[config.mk]
export PLATFORM = sky130hd
export DESIGN_NAME = paralelo_serial
export DESIGN_NICKNAME = d
export VERILOG_FILES = /design/src/rtl/ps_pkg.sv /design/src/rtl/ps_hold_buf.sv /design/src/rtl/paralelo_serial.sv
export SDC_FILE = /design/constraint.sdc
export NUM_CORES = 1
export LEC_CHECK = 0
export BUFFER_PORTS_ARGS = -buffer_cell sky130_fd_sc_hd__buf_2
export CAP_MARGIN = 40
export CELL_PAD_IN_SITES_DETAIL_PLACEMENT = 0
export CELL_PAD_IN_SITES_GLOBAL_PLACEMENT = 1
export CORE_ASPECT_RATIO = 0.6
export CORE_MARGIN = 1
export CORE_UTILIZATION = 38
export DETAILED_ROUTE_END_ITERATION = 12
export PLACE_DENSITY = 0.75
export SLEW_MARGIN = 10
export SYNTH_ARGS = -nofsm -noshare
export SYNTH_HDL_FRONTEND = slang
export SYNTH_SLANG_ARGS = --single-unit
[constraint.sdc]
create_clock -name clk_32f -period 2.3 [get_ports clk_32f]
set_input_delay 0.115 -clock clk_32f [delete_from_list [all_inputs] [get_ports clk_32f]]
set_output_delay 0.115 -clock clk_32f [all_outputs]
set_load 0.02 [all_outputs]
[src/rtl/ps_pkg.sv]
// ---------------------------------------------------------------------------
// ps_pkg
// Shared definitions for the paralelo_serial byte serializer:
//   COM_SYM_DEFAULT : default comma/idle symbol
//   BIT_CNT_W       : width of the bit-position counter (8 bits per frame)
//   CNT_LAST        : counter value of the last bit in a frame
//   load_src_e      : where the shift register is reloaded from at a frame
//                     boundary
// ---------------------------------------------------------------------------
package ps_pkg;

    localparam logic [7:0] COM_SYM_DEFAULT = 8'hBC;
    localparam int         BIT_CNT_W       = 3;
    localparam logic [BIT_CNT_W-1:0] CNT_LAST = 3'd7;

    typedef enum logic [1:0] {
        SRC_BUF,
        SRC_BYPASS,
        SRC_IDLE
    } load_src_e;

endpackage

[src/rtl/ps_hold_buf.sv]
// ---------------------------------------------------------------------------
// ps_hold_buf
// One-entry holding buffer between the parallel input and the serializer.
// A write always wins over a pop in the same cycle, so a simultaneous
// pop + write replaces the entry and the buffer stays full.
//   clk    : clock
//   srst   : synchronous active-high reset (empties the buffer)
//   write  : store wdata, set full
//   wdata  : byte to store
//   pop    : entry consumed; clears full unless write is also high
//   full   : buffer holds a byte
//   rdata  : stored byte
// ---------------------------------------------------------------------------
module ps_hold_buf (
    input  logic       clk,
    input  logic       srst,
    input  logic       write,
    input  logic [7:0] wdata,
    input  logic       pop,
    output logic       full,
    output logic [7:0] rdata
);

    logic       full_q, full_d;
    logic [7:0] data_q, data_d;

    always_comb begin
        full_d = full_q;
        data_d = data_q;
        if (write) begin
            full_d = 1'b1;
            data_d = wdata;
        end else if (pop) begin
            full_d = 1'b0;
        end
    end

    always_ff @(posedge clk) begin
        if (srst) begin
            full_q <= 1'b0;
            data_q <= 8'h00;
        end else begin
            full_q <= full_d;
            data_q <= data_d;
        end
    end

    assign full  = full_q;
    assign rdata = data_q;

endmodule

[src/rtl/paralelo_serial.sv]
// ---------------------------------------------------------------------------
// paralelo_serial
// Serializes bytes into back-to-back 8-bit frames, MSB first, one bit per
// clk_32f cycle. Accepted bytes go either straight into the shift register
// (bypass at a frame boundary) or into a one-entry holding buffer. When no
// byte is available an idle frame is sent.
//
// Build option: define PS_IDLE_COM_EN to send COM_SYM in idle frames;
// otherwise idle frames carry 8'h00.
//
// Ports:
//   clk_32f   : bit-rate clock
//   reset     : synchronous active-high reset
//   data_in   : parallel byte
//   valid_in  : data_in valid
//   ready_out : block can take data_in this cycle
//   data_out  : serial bit stream, MSB first
//   valid_out : current frame carries accepted data
//   byte_sync : pulse on the first bit of each frame
// ---------------------------------------------------------------------------
module paralelo_serial
    import ps_pkg::*;
#(
    parameter logic [7:0] COM_SYM = COM_SYM_DEFAULT
) (
    input  logic       clk_32f,
    input  logic       reset,
    input  logic [7:0] data_in,
    input  logic       valid_in,
    output logic       ready_out,
    output logic       data_out,
    output logic       valid_out,
    output logic       byte_sync
);

`ifdef PS_IDLE_COM_EN
    localparam logic [7:0] IDLE_SYM = COM_SYM;
`else
    // Zero idle pattern; COM_SYM is masked rather than dropped so the
    // parameter keeps a reference in this build.
    localparam logic [7:0] IDLE_SYM = COM_SYM & 8'h00;
`endif

    logic [BIT_CNT_W-1:0] cnt_q, cnt_d;
    logic [7:0]           shift_q, shift_d;
    logic                 valid_q, valid_d;

    logic       buf_full;
    logic [7:0] buf_data;
    logic       buf_write;
    logic       buf_pop;
    logic       frame_end;
    logic       accept;
    load_src_e  load_src;

    ps_hold_buf u_hold_buf (
        .clk   (clk_32f),
        .srst  (reset),
        .write (buf_write),
        .wdata (data_in),
        .pop   (buf_pop),
        .full  (buf_full),
        .rdata (buf_data)
    );

    always_comb begin
        frame_end = (cnt_q == CNT_LAST);
        // At a frame boundary the buffered byte leaves, so a new one can
        // always be taken there even when the buffer is full.
        ready_out = !reset && (!buf_full || frame_end);
        accept    = valid_in && ready_out;

        if (buf_full) begin
            load_src = SRC_BUF;
        end else if (accept) begin
            load_src = SRC_BYPASS;
        end else begin
            load_src = SRC_IDLE;
        end

        buf_pop   = frame_end && buf_full;
        // A bypassed byte goes straight to the shift register, not the buffer.
        buf_write = accept && !(frame_end && !buf_full);

        cnt_d   = cnt_q + BIT_CNT_W'(1);
        shift_d = {shift_q[6:0], 1'b0};
        valid_d = valid_q;

        if (frame_end) begin
            case (load_src)
                SRC_BUF:    shift_d = buf_data;
                SRC_BYPASS: shift_d = data_in;
                default:    shift_d = IDLE_SYM;
            endcase
            valid_d = (load_src != SRC_IDLE);
        end
    end

    always_ff @(posedge clk_32f) begin
        if (reset) begin
            cnt_q   <= CNT_LAST;
            shift_q <= 8'h00;
            valid_q <= 1'b0;
        end else begin
            cnt_q   <= cnt_d;
            shift_q <= shift_d;
            valid_q <= valid_d;
        end
    end

    assign data_out  = shift_q[7];
    assign valid_out = valid_q;
    // cnt sits at its last value during reset, so no pulse is produced then.
    assign byte_sync = (cnt_q == '0);

endmodule

==> flow_summary_export.csv, run 1 <==
group,metric,value,unit
run_status,status,"finished clean",
clock_tree,htreeDepth,1,
timing,worst_pin_slew,746,ps
final_layout,stdcell_area,0.00104,mm²
clock_tree,hold_buffers,0,
global_route,antenna_found_initial,0,
clock_tree,cts_resized,0,
timing,max_freq,535,MHz
critical_path,crit_type,"reg -> reg",
yosys,synth_xor_area_share,1.78,%
timing,finalSetupViolCount,0,
routing,via_count,696,
die,dieWidth,65.4,µm
critical_path,ff2ff_setup_slack,430,ps
placement,dp_cells,134,
die,rows,13,
power_and_ir_drop,p_leak,0.414,nW
clock_tree,clock-sinks,21,
timing,period_needed,1870,ps
clock_tree,clkTransAtPathRegs,70,ps
routing,drc_errors,0,
clock_tree,clock_latency,260,ps
yosys,synth-seq-cells,21,
yosys,synthFlopType,"dfxtp_1",
placement,place_ws,437,ps
yosys,synth-edff-count,0,
die,ios,15,
yosys,synth.most_common_cell,"dfxtp_1",
yosys,seq_area_frac_synth,45.9,%
hold_path,whs_path_depth,2,
power_and_ir_drop,ir_drop,0.411,mV
final_layout,n_antenna_cell,0,
power_and_ir_drop,power,859,µW
global_route,grt.total_usage,15.8,%
yosys,netlist_area,916,µm²
timing,whs,90.4,ps
timing,hold_viol_final,0,
yosys,synthMuxAreaShare,0,%
yosys,synth-async-reset-ratio,0,%
yosys,syn_nets,111,
global_route,grt_pass1_vias,606,
critical_path,r2r_end,"u_hold_buf.rdata[2]",
yosys,synth_top_area_share,45.9,%
clock_tree,cts_made_buffers,3,
routing,first_pass_iters,4,
final_layout,drive_gt1_share,28.7,%
critical_path,ff2ff_path_depth,5,
critical_path,cp_data_required_time,2460,ps
die,die-height,40.0,µm
yosys,synthTopCellsByArea,"dfxtp_1 46%, a211oi_1 11%, a22oi_1 5.7%, a31o_2 5.7%, inv_1 4.5%",
hold_path,holdPathEnd,"u_hold_buf.rdata[0]",
timing,tns,0,ps
clock_tree,cts_tree,"built",
yosys,yosysTopAreaCell,"dfxtp_1",
yosys,ys_types,22,
final_layout,layout.nets,123,
yosys,synth_compound_area_share,29.8,%
timing,finalClockSkew,1.09,ps
critical_path,crit_start,"cnt_q[0]",
placement,dp_hpwl,1.18,mm
timing,slew-limit-headroom,50.0,%
final_layout,postLayoutCoreUtil,47.2,%
power_and_ir_drop,p_per_area,822,mW/mm²
routing,ant_nets,0,
critical_path,cp-end-kind,"flip-flop",
yosys,synthTopCellsByCount,"21 x dfxtp_1, 14 x a211oi_1, 11 x inv_1",
final_layout,finalNonFillerCells,138,
routing,wl_per_cell,12.6,µm
yosys,synthAdderAreaFrac,4.10,%
yosys,synth.avg_cell_area,9.44,µm²
placement,gp_congestion,0.697,
critical_path,cp_max_fo,16,
yosys,ys_warn_count,0,
critical_path,cp_data_arrival_time,2030,ps
global_route,grt_start_max_net_pins,25,
timing,finalCritPeriodShare,81.3,%
placement,io_buffers,14,
global_route,grt_first_pass_wirelength,2.96,mm
critical_path,r2r_start,"cnt_q[0]",
yosys,synthSimpleGateAreaFrac,10.4,%
final_layout,synthToLayoutAreaGrowth,14.1,%
yosys,postSynthCellCount,97,
die,start_util,41.4,%
die,fp.dieArea,0.00262,mm²
routing,finalWirelength,1.74,mm
hold_path,hold_class,"in -> reg",
clock_tree,root_buffer,"clkbuf_8",
clock_tree,cts_max_path_buffers,2,
yosys,synth_top_family_by_area,"compound AO/OA/AOI/OAI gates",
critical_path,start_kind,"flip-flop",
timing,rsz0062_at_grt,"no",
global_route,overflow,0,
die,core-area,0.00221,mm²
routing,drt_iter0_drc,28,
routing,viasPerCell,5.04,
timing,setup_slack,430,ps
timing,slew_violations,0,
hold_path,hold_start,"data_in[0]",
placement,placed_cell_area,998,µm²
clock_tree,post_cts_buffers,0,
job,maxCapViolCount,0,
-- worst max-delay path by stage --
| stage | to | slack, ps | cells after the start |
|---|---|---|---|
| global route | u_hold_buf.rdata[4] | 290 | 5 |
| CTS | u_hold_buf.rdata[4] | 430 | 5 |
| detailed placement | u_hold_buf.rdata[4] | 440 | 5 |
| floorplan | u_hold_buf.rdata[0] | 600 | 7 |
| finish | u_hold_buf.rdata[2] | 430 | 5 |
| global placement | u_hold_buf.rdata[6] | 480 | 5 |
-- cell type report --
type / count / area (µm²)
clock inverter: 1 / 5.00
multi-input combinational: 57 / 422
inverter: 11 / 41.3
tap: 30 / 37.5
timing repair buffer: 15 / 77.6
fill: 239 / 1170
sequential: 21 / 420
clock buffer: 3 / 41.3
-- cell families (layout without fill, tap and decap cells) --
kind of cell | Yosys count | count (layout)
flops | 21 | 21
xor+xnor | 1 | 1
buf+inv | 19 | 30
simple gates | 18 | 18
fa+ha+maj | 3 | 3
compound gates | 35 | 35
-- registers in the layout (all words and copies together) (netlist names) --
| name | flops |
|---|---|
| cnt_q | 3 |
| shift_q | 8 |
| u_hold_buf.full | 1 |
| u_hold_buf.rdata | 8 |
| valid_out | 1 |
-- critical path: stages (launching register included) --
cell      delay, ps
dfxtp_1         330
ha_1            200
ha_1            220
xnor2_2         620
a211oi_1        170
a31o_2          240
-- cell usage in the layout, fill, tap and decap left out --
master / instances
dfxtp_1: 21
a211oi_1: 14
buf_2: 14
inv_1: 11
nor2_1: 9
a22oi_1: 7
a31o_2: 6
a21oi_1: 3
ha_1: 3
clkbuf_8: 3
nor2b_1: 2
a211oi_2: 2
a31o_1: 2
or2_2: 2
xnor2_2: 1
nand2b_1: 1
nand2_1: 1
o21ai_0: 1
nor3b_2: 1
and3b_1: 1
nor3_1: 1
clkinv_2: 1
buf_4: 1
-- metal layers --
layer	routed length [µm]	part of all wire, %	vias up	track usage, %
met5	0	0	-	0
met4	12	0.69	0	3.26
met3	83	4.8	2	5.11
met2	669	39	15	22.9
met1	969	56	310	22.7
li1	-	-	369	-
-- power by group --
part	internal, mW	switching, mW
combinational	0.0743	0.110
clock	0.121	0.118
sequential	0.409	0.0269
No activity file was read; power rests on OpenSTA's default activity.
==> run 2: changes to the inputs <==
Settings changed: ABC_AREA from default to 1, PLACE_DENSITY 0.75 to 0.79.
Clock period 2.3 ns to 1.78 ns, I/O delays scaled along.
==> run 2 against run 1 <==
Compared with the run above:
- maximum frequency grew 18%
- combinational power grew 18%
- setup slack lost 240 ps
- count of clock-buffer cells in the layout grew 1
- routed wire length shrank 0.81%
- clock power grew 29%
- first-iteration DRC count grew 100%
- global-route usage shrank 0.28 points
- critical path depth grew 3
==> flow_summary_export.csv, run 2 <==
group,metric,value,unit
clock_tree,post_cts_buffers,0,
global_route,grt_start_max_net_pins,18,
die,die-height,40.6,µm
global_route,grt_first_pass_wirelength,2.82,mm
critical_path,ff2ff_path_depth,8,
power_and_ir_drop,p_leak,0.547,nW
timing,hold_viol_final,0,
global_route,antenna_found_initial,0,
critical_path,cp_data_required_time,1980,ps
timing,finalClockSkew,2.25,ps
critical_path,cp_slowest_cell,"dfxtp_1",
die,dieWidth,66.3,µm
power_and_ir_drop,ir_drop,0.633,mV
final_layout,fillers,228,
timing,setup_slack,192,ps
yosys,synth-async-reset-ratio,0,%
yosys,ys_warn_count,0,
clock_tree,cts_resized,0,
routing,first_pass_iters,4,
critical_path,crit_type,"reg -> reg",
yosys,yosysTopAreaCell,"dfxtp_1",
yosys,ys_types,18,
routing,viasPerCell,4.26,
routing,finalWirelength,1.72,mm
critical_path,cp_max_fo,8,
final_layout,multi_input_area,424,µm²
run_status,status,"finished clean",
yosys,synth.most_common_cell,"nor2_1",
routing,wl_per_cell,9.36,µm
timing,period_needed,1590,ps
placement,dp_cells,180,
global_route,overflow,0,
clock_tree,root_buffer,"clkbuf_8",
die,ios,15,
timing,worst_pin_slew,425,ps
clock_tree,cts_max_path_buffers,2,
yosys,synth-edff-count,0,
clock_tree,clkTransAtPathRegs,70,ps
timing,tns,0,ps
job,maxCapViolCount,0,
die,core-area,0.00226,mm²
clock_tree,clock_latency,260,ps
placement,dp_hpwl,1.19,mm
die,start_util,41.7,%
final_layout,final_common_cell,"nor2_1",
clock_tree,hold_buffers,0,
routing,ant_nets,0,
timing,finalCritPeriodShare,89.2,%
timing,rsz0062_at_grt,"no",
timing,whs,39.6,ps
yosys,syn_nets,153,
timing,slew-limit-headroom,71.6,%
final_layout,drive_gt1_share,17.5,%
yosys,synth_top_area_share,44.6,%
routing,via_count,783,
placement,place_ws,177,ps
final_layout,final_cell_mix,"44 x nor2_1, 33 x nand2_1, 21 x dfxtp_1, 15 x inv_1, 14 x buf_2",
power_and_ir_drop,p_per_area,994,mW/mm²
timing,finalSetupViolCount,0,
yosys,synth.avg_cell_area,6.79,µm²
die,fp.dieArea,0.00269,mm²
placement,gp_congestion,0.727,
final_layout,n_antenna_cell,0,
yosys,synthTopCellsByArea,"dfxtp_1 45%, nor2_1 18%, nand2_1 13%, inv_1 6.0%, o21ai_0 4.2%",
critical_path,worstPathCellList,"ha_1 -> ha_1 -> inv_2 -> nand2_2 -> nand4_1 -> nor2_1 -> nor2_1 -> nor2_1",
yosys,postSynthCellCount,139,
critical_path,cp_data_arrival_time,1790,ps
final_layout,synthToLayoutAreaGrowth,14.5,%
placement,io_buffers,14,
timing,slew_violations,0,
critical_path,max_stage_delay,360,ps
timing,max_freq,630,MHz
global_route,grt.total_usage,15.5,%
critical_path,cp.depth,8,
routing,drc_errors,0,
yosys,synthTopCellsByCount,"44 x nor2_1, 33 x nand2_1, 21 x dfxtp_1",
critical_path,crit_path_frequent_cell,"nor2_1",
clock_tree,clock-sinks,21,
routing,drt_iter0_drc,56,
die,rows,13,
final_layout,regArea,420,µm²
critical_path,path_delay_family,"simple AND/OR/NAND/NOR gates",
clock_tree,htreeDepth,1,
final_layout,finalNonFillerCells,184,
critical_path,cp-end-kind,"flip-flop",
global_route,grt_pass1_vias,621,
yosys,synth-seq-cells,21,
yosys,seq_area_frac_synth,44.6,%
critical_path,critical_path_buf_inv_count,1,
critical_path,start_kind,"flip-flop",
hold_path,whs_path_depth,2,
final_layout,layout.nets,169,
yosys,netlist_area,943,µm²
clock_tree,cts_tree,"built",
clock_tree,cts_made_buffers,3,
hold_path,hold_class,"in -> reg",
yosys,synthFlopType,"dfxtp_1",
-- run 2: changes by cell type in the layout (fill, tap and decap cells not counted), sizes merged, moves of 2 or more --
| cell | change |
|---|---|
| inv | +5 |
| a21oi | -2 |
| a211oi | -16 |
| nor2b | -2 |
| nor2 | +37 |
| nand2 | +33 |
| buf | +2 |
| a22oi | -7 |
| o21ai | +7 |
| a31o | -8 |
-- run 2: cell type report --
| class | instances | share of cell area (%) |
|---|---|---|
| multi-input combinational | 96 | 39.3 |
| tap | 30 | 3.48 |
| clock buffer | 4 | 4.17 |
| sequential | 21 | 38.9 |
| inverter | 16 | 5.56 |
| timing repair buffer | 17 | 8.57 |
-- run 2: path summary, 6_finish.rpt --
path              startpoint              end  slack (ps)
hold reg to reg     cnt_q[0]         cnt_q[0]         420
setup / recovery    cnt_q[0]       shift_q[4]         190
hold / removal         reset  u_hold_buf.full          40
setup reg to reg    cnt_q[0]       shift_q[4]         190
-- run 2: logic make-up (layout without fill, tap and decap cells) --
family	Yosys count	count (layout)	synth area share (%)
fa+ha+maj	3	3	3.98
simple gates	84	84	36.2
compound gates	9	9	4.77
buf+inv	22	37	10.5
flops	21	21	44.6
-- run 2: layer usage --
layer / track usage, % / wire (µm) / vias to the layer above / part of all wire (%)
li1: - / - / 440 / -
met1: 18.1 / 866 / 322 / 50
met2: 25.0 / 727 / 17 / 42
met3: 6.82 / 97 / 4 / 5.6
met4: 7.98 / 30 / 0 / 1.7
met5: 0 / 0 / - / 0
-- run 2: power breakdown --
group	leakage [nW]	total (mW)	internal, mW	switching (mW)
logic	0.351	0.218	0.0866	0.131
registers	0.173	0.548	0.524	0.0244
clock network	0.0228	0.307	0.159	0.148
-- run 2: through the flow --
step | util (%) | total power [mW] | instance area [µm²]
after floorplan | - | 0.726 | 943
after global placement | 45.8 | 0.775 | 1030
after detailed placement | 45.8 | 0.779 | 1030
after CTS | 47.8 | 1.09 | 1080
after global routing | 47.8 | 1.14 | 1080
final | 47.8 | 1.07 | 1080
-- run 2: worst reg2reg max path, stage by stage (launching register included) --
cell,delay [ps]
dfxtp_1,360
ha_1,170
ha_1,170
inv_2,50
nand2_2,70
nand4_1,350
nor2_1,230
nor2_1,60
nor2_1,70
==> run 3: changes to the inputs <==
Settings changed: CTS_BUF_LIST from default to sky130_fd_sc_hd__clkbuf_4 sky130_fd_sc_hd__clkbuf_8.
==> run 3 against run 2 <==
Compared with the run above:
- via count increased by 0.13%
- clock power increased by 5%
- maximum frequency is essentially flat
- critical path type unchanged
==> flow_summary_export.csv, run 3 (synthesized netlist as in run 2, its figures left out) <==
group,metric,value,unit
run_status,status,"finished clean",
die,start_util,41.7,%
power_and_ir_drop,ir_drop,0.599,mV
placement,dp_cells,180,
critical_path,max_stage_delay,360,ps
clock_tree,cts_made_buffers,3,
critical_path,cp_data_arrival_time,1790,ps
final_layout,drive_gt1_share,18.2,%
routing,ant_nets,0,
routing,drt_iter0_drc,62,
critical_path,cp-end-kind,"flip-flop",
timing,rsz0062_at_grt,"no",
timing,finalSetupViolCount,0,
global_route,grt.total_usage,15.5,%
critical_path,start_kind,"flip-flop",
critical_path,cp_max_fo,8,
timing,tns,0,ps
global_route,grt_start_max_net_pins,18,
placement,dp_hpwl,1.19,mm
final_layout,finalNonFillerCells,184,
timing,finalCritPeriodShare,89.2,%
routing,via_count,784,
timing,hold_viol_final,0,
timing,setup_slack,192,ps
final_layout,synthToLayoutAreaGrowth,14.9,%
timing,finalClockSkew,2.63,ps
final_layout,stdcell_area,0.00108,mm²
final_layout,final_common_cell,"nor2_1",
critical_path,cp_data_required_time,1980,ps
global_route,grt_pass1_vias,623,
clock_tree,clock-sinks,21,
routing,drc_errors,0,
die,rows,13,
clock_tree,htreeDepth,1,
clock_tree,root_buffer,"clkbuf_8",
clock_tree,cts_max_path_buffers,2,
timing,period_needed,1590,ps
critical_path,crit_path_frequent_cell,"nor2_1",
die,dieWidth,66.3,µm
clock_tree,post_cts_buffers,0,
timing,slew-limit-headroom,71.6,%
global_route,antenna_found_initial,0,
timing,worst_pin_slew,425,ps
placement,placed_cell_area,0.00103,mm²
global_route,grt.met1_usage,18.1,%
final_layout,n_antenna_cell,0,
die,die-height,40.6,µm
global_route,grt_first_pass_wirelength,2.82,mm
placement,place_ws,177,ps
timing,max_freq,630,MHz
job,maxCapViolCount,0,
placement,gp_congestion,0.727,
clock_tree,clock_latency,260,ps
final_layout,layout.nets,169,
global_route,grt_util_met3,6.82,%
hold_path,hold_class,"in -> reg",
die,fp.dieArea,0.00269,mm²
clock_tree,cts_resized,0,
clock_tree,clkTransAtPathRegs,70,ps
critical_path,crit_type,"reg -> reg",
power_and_ir_drop,power,1.09,mW
placement,io_buffers,14,
global_route,met2_usage,25.0,%
clock_tree,cts_tree,"built",
clock_tree,hold_buffers,0,
die,ios,15,
global_route,overflow,0,
final_layout,final_cell_mix,"44 x nor2_1, 33 x nand2_1, 21 x dfxtp_1, 15 x inv_1, 14 x buf_2",
timing,slew_violations,0,
routing,viasPerCell,4.26,
routing,wl_per_cell,9.35,µm
critical_path,cp_slowest_cell,"dfxtp_1",
critical_path,worstPathCellList,"ha_1 -> ha_1 -> inv_2 -> nand2_2 -> nand4_1 -> nor2_1 -> nor2_1 -> nor2_1",
routing,first_pass_iters,4,
power_and_ir_drop,p_leak,0.550,nW
power_and_ir_drop,p_per_area,1000,mW/mm²
die,core-area,0.00226,mm²
final_layout,fillers,228,
global_route,grt.busiest_layer,"met2",
routing,finalWirelength,1.72,mm
==> run 3: changes by cell type in the layout (fill, tap and decap cells not counted) <==
cell,delta
clkbuf_1,-1
clkbuf_4,+1
==> run 3: area by class of cell <==
| cell class | count | area [µm²] | area share [%] |
|---|---|---|---|
| clock buffer | 4 | 48.8 | 4.50 |
| tap | 30 | 37.5 | 3.46 |
| sequential | 21 | 420 | 38.8 |
| timing repair buffer | 17 | 92.6 | 8.55 |
| inverter | 16 | 60.1 | 5.54 |
| multi-input combinational | 96 | 424 | 39.1 |
==> run 3: layer usage <==
metal | share of wire [%] | wire, µm
met5 | 0 | 0
met4 | 1.7 | 30
met3 | 5.8 | 99
met2 | 42 | 726
met1 | 50 | 864
==> run 3: where the power goes <==
group | total (mW) | leakage, nW | internal [mW] | switching [mW]
Sequential | 0.548 | 0.173 | 0.524 | 0.0244
Combinational | 0.218 | 0.351 | 0.0866 | 0.131
Clock | 0.322 | 0.0262 | 0.175 | 0.148
==> run 3: critical path, delay by kind of cell, from the launching register on <==
family	cells	cell delay [ps]
AND/OR/NAND/NOR	5	780
flip-flops	1	360
adder cells (fa/ha/maj)	2	340
buffers and inverters	1	50
==> run 3: path summary, 6_finish.rpt <==
kind         cells after the start              end  slack, ps      from
max                              8       shift_q[4]        190  cnt_q[0]
min                              2  u_hold_buf.full         40     reset
max reg2reg                      8       shift_q[4]        190  cnt_q[0]
min reg2reg                      1         cnt_q[0]        420  cnt_q[0]
==> run 3: through the flow <==
stage,hold slack (ps),utilization (%)
finish,39.2,47.9
global route,58.0,47.9
CTS,36.8,47.9
detailed placement,319,45.8
global placement,319,45.8
floorplan,161,-
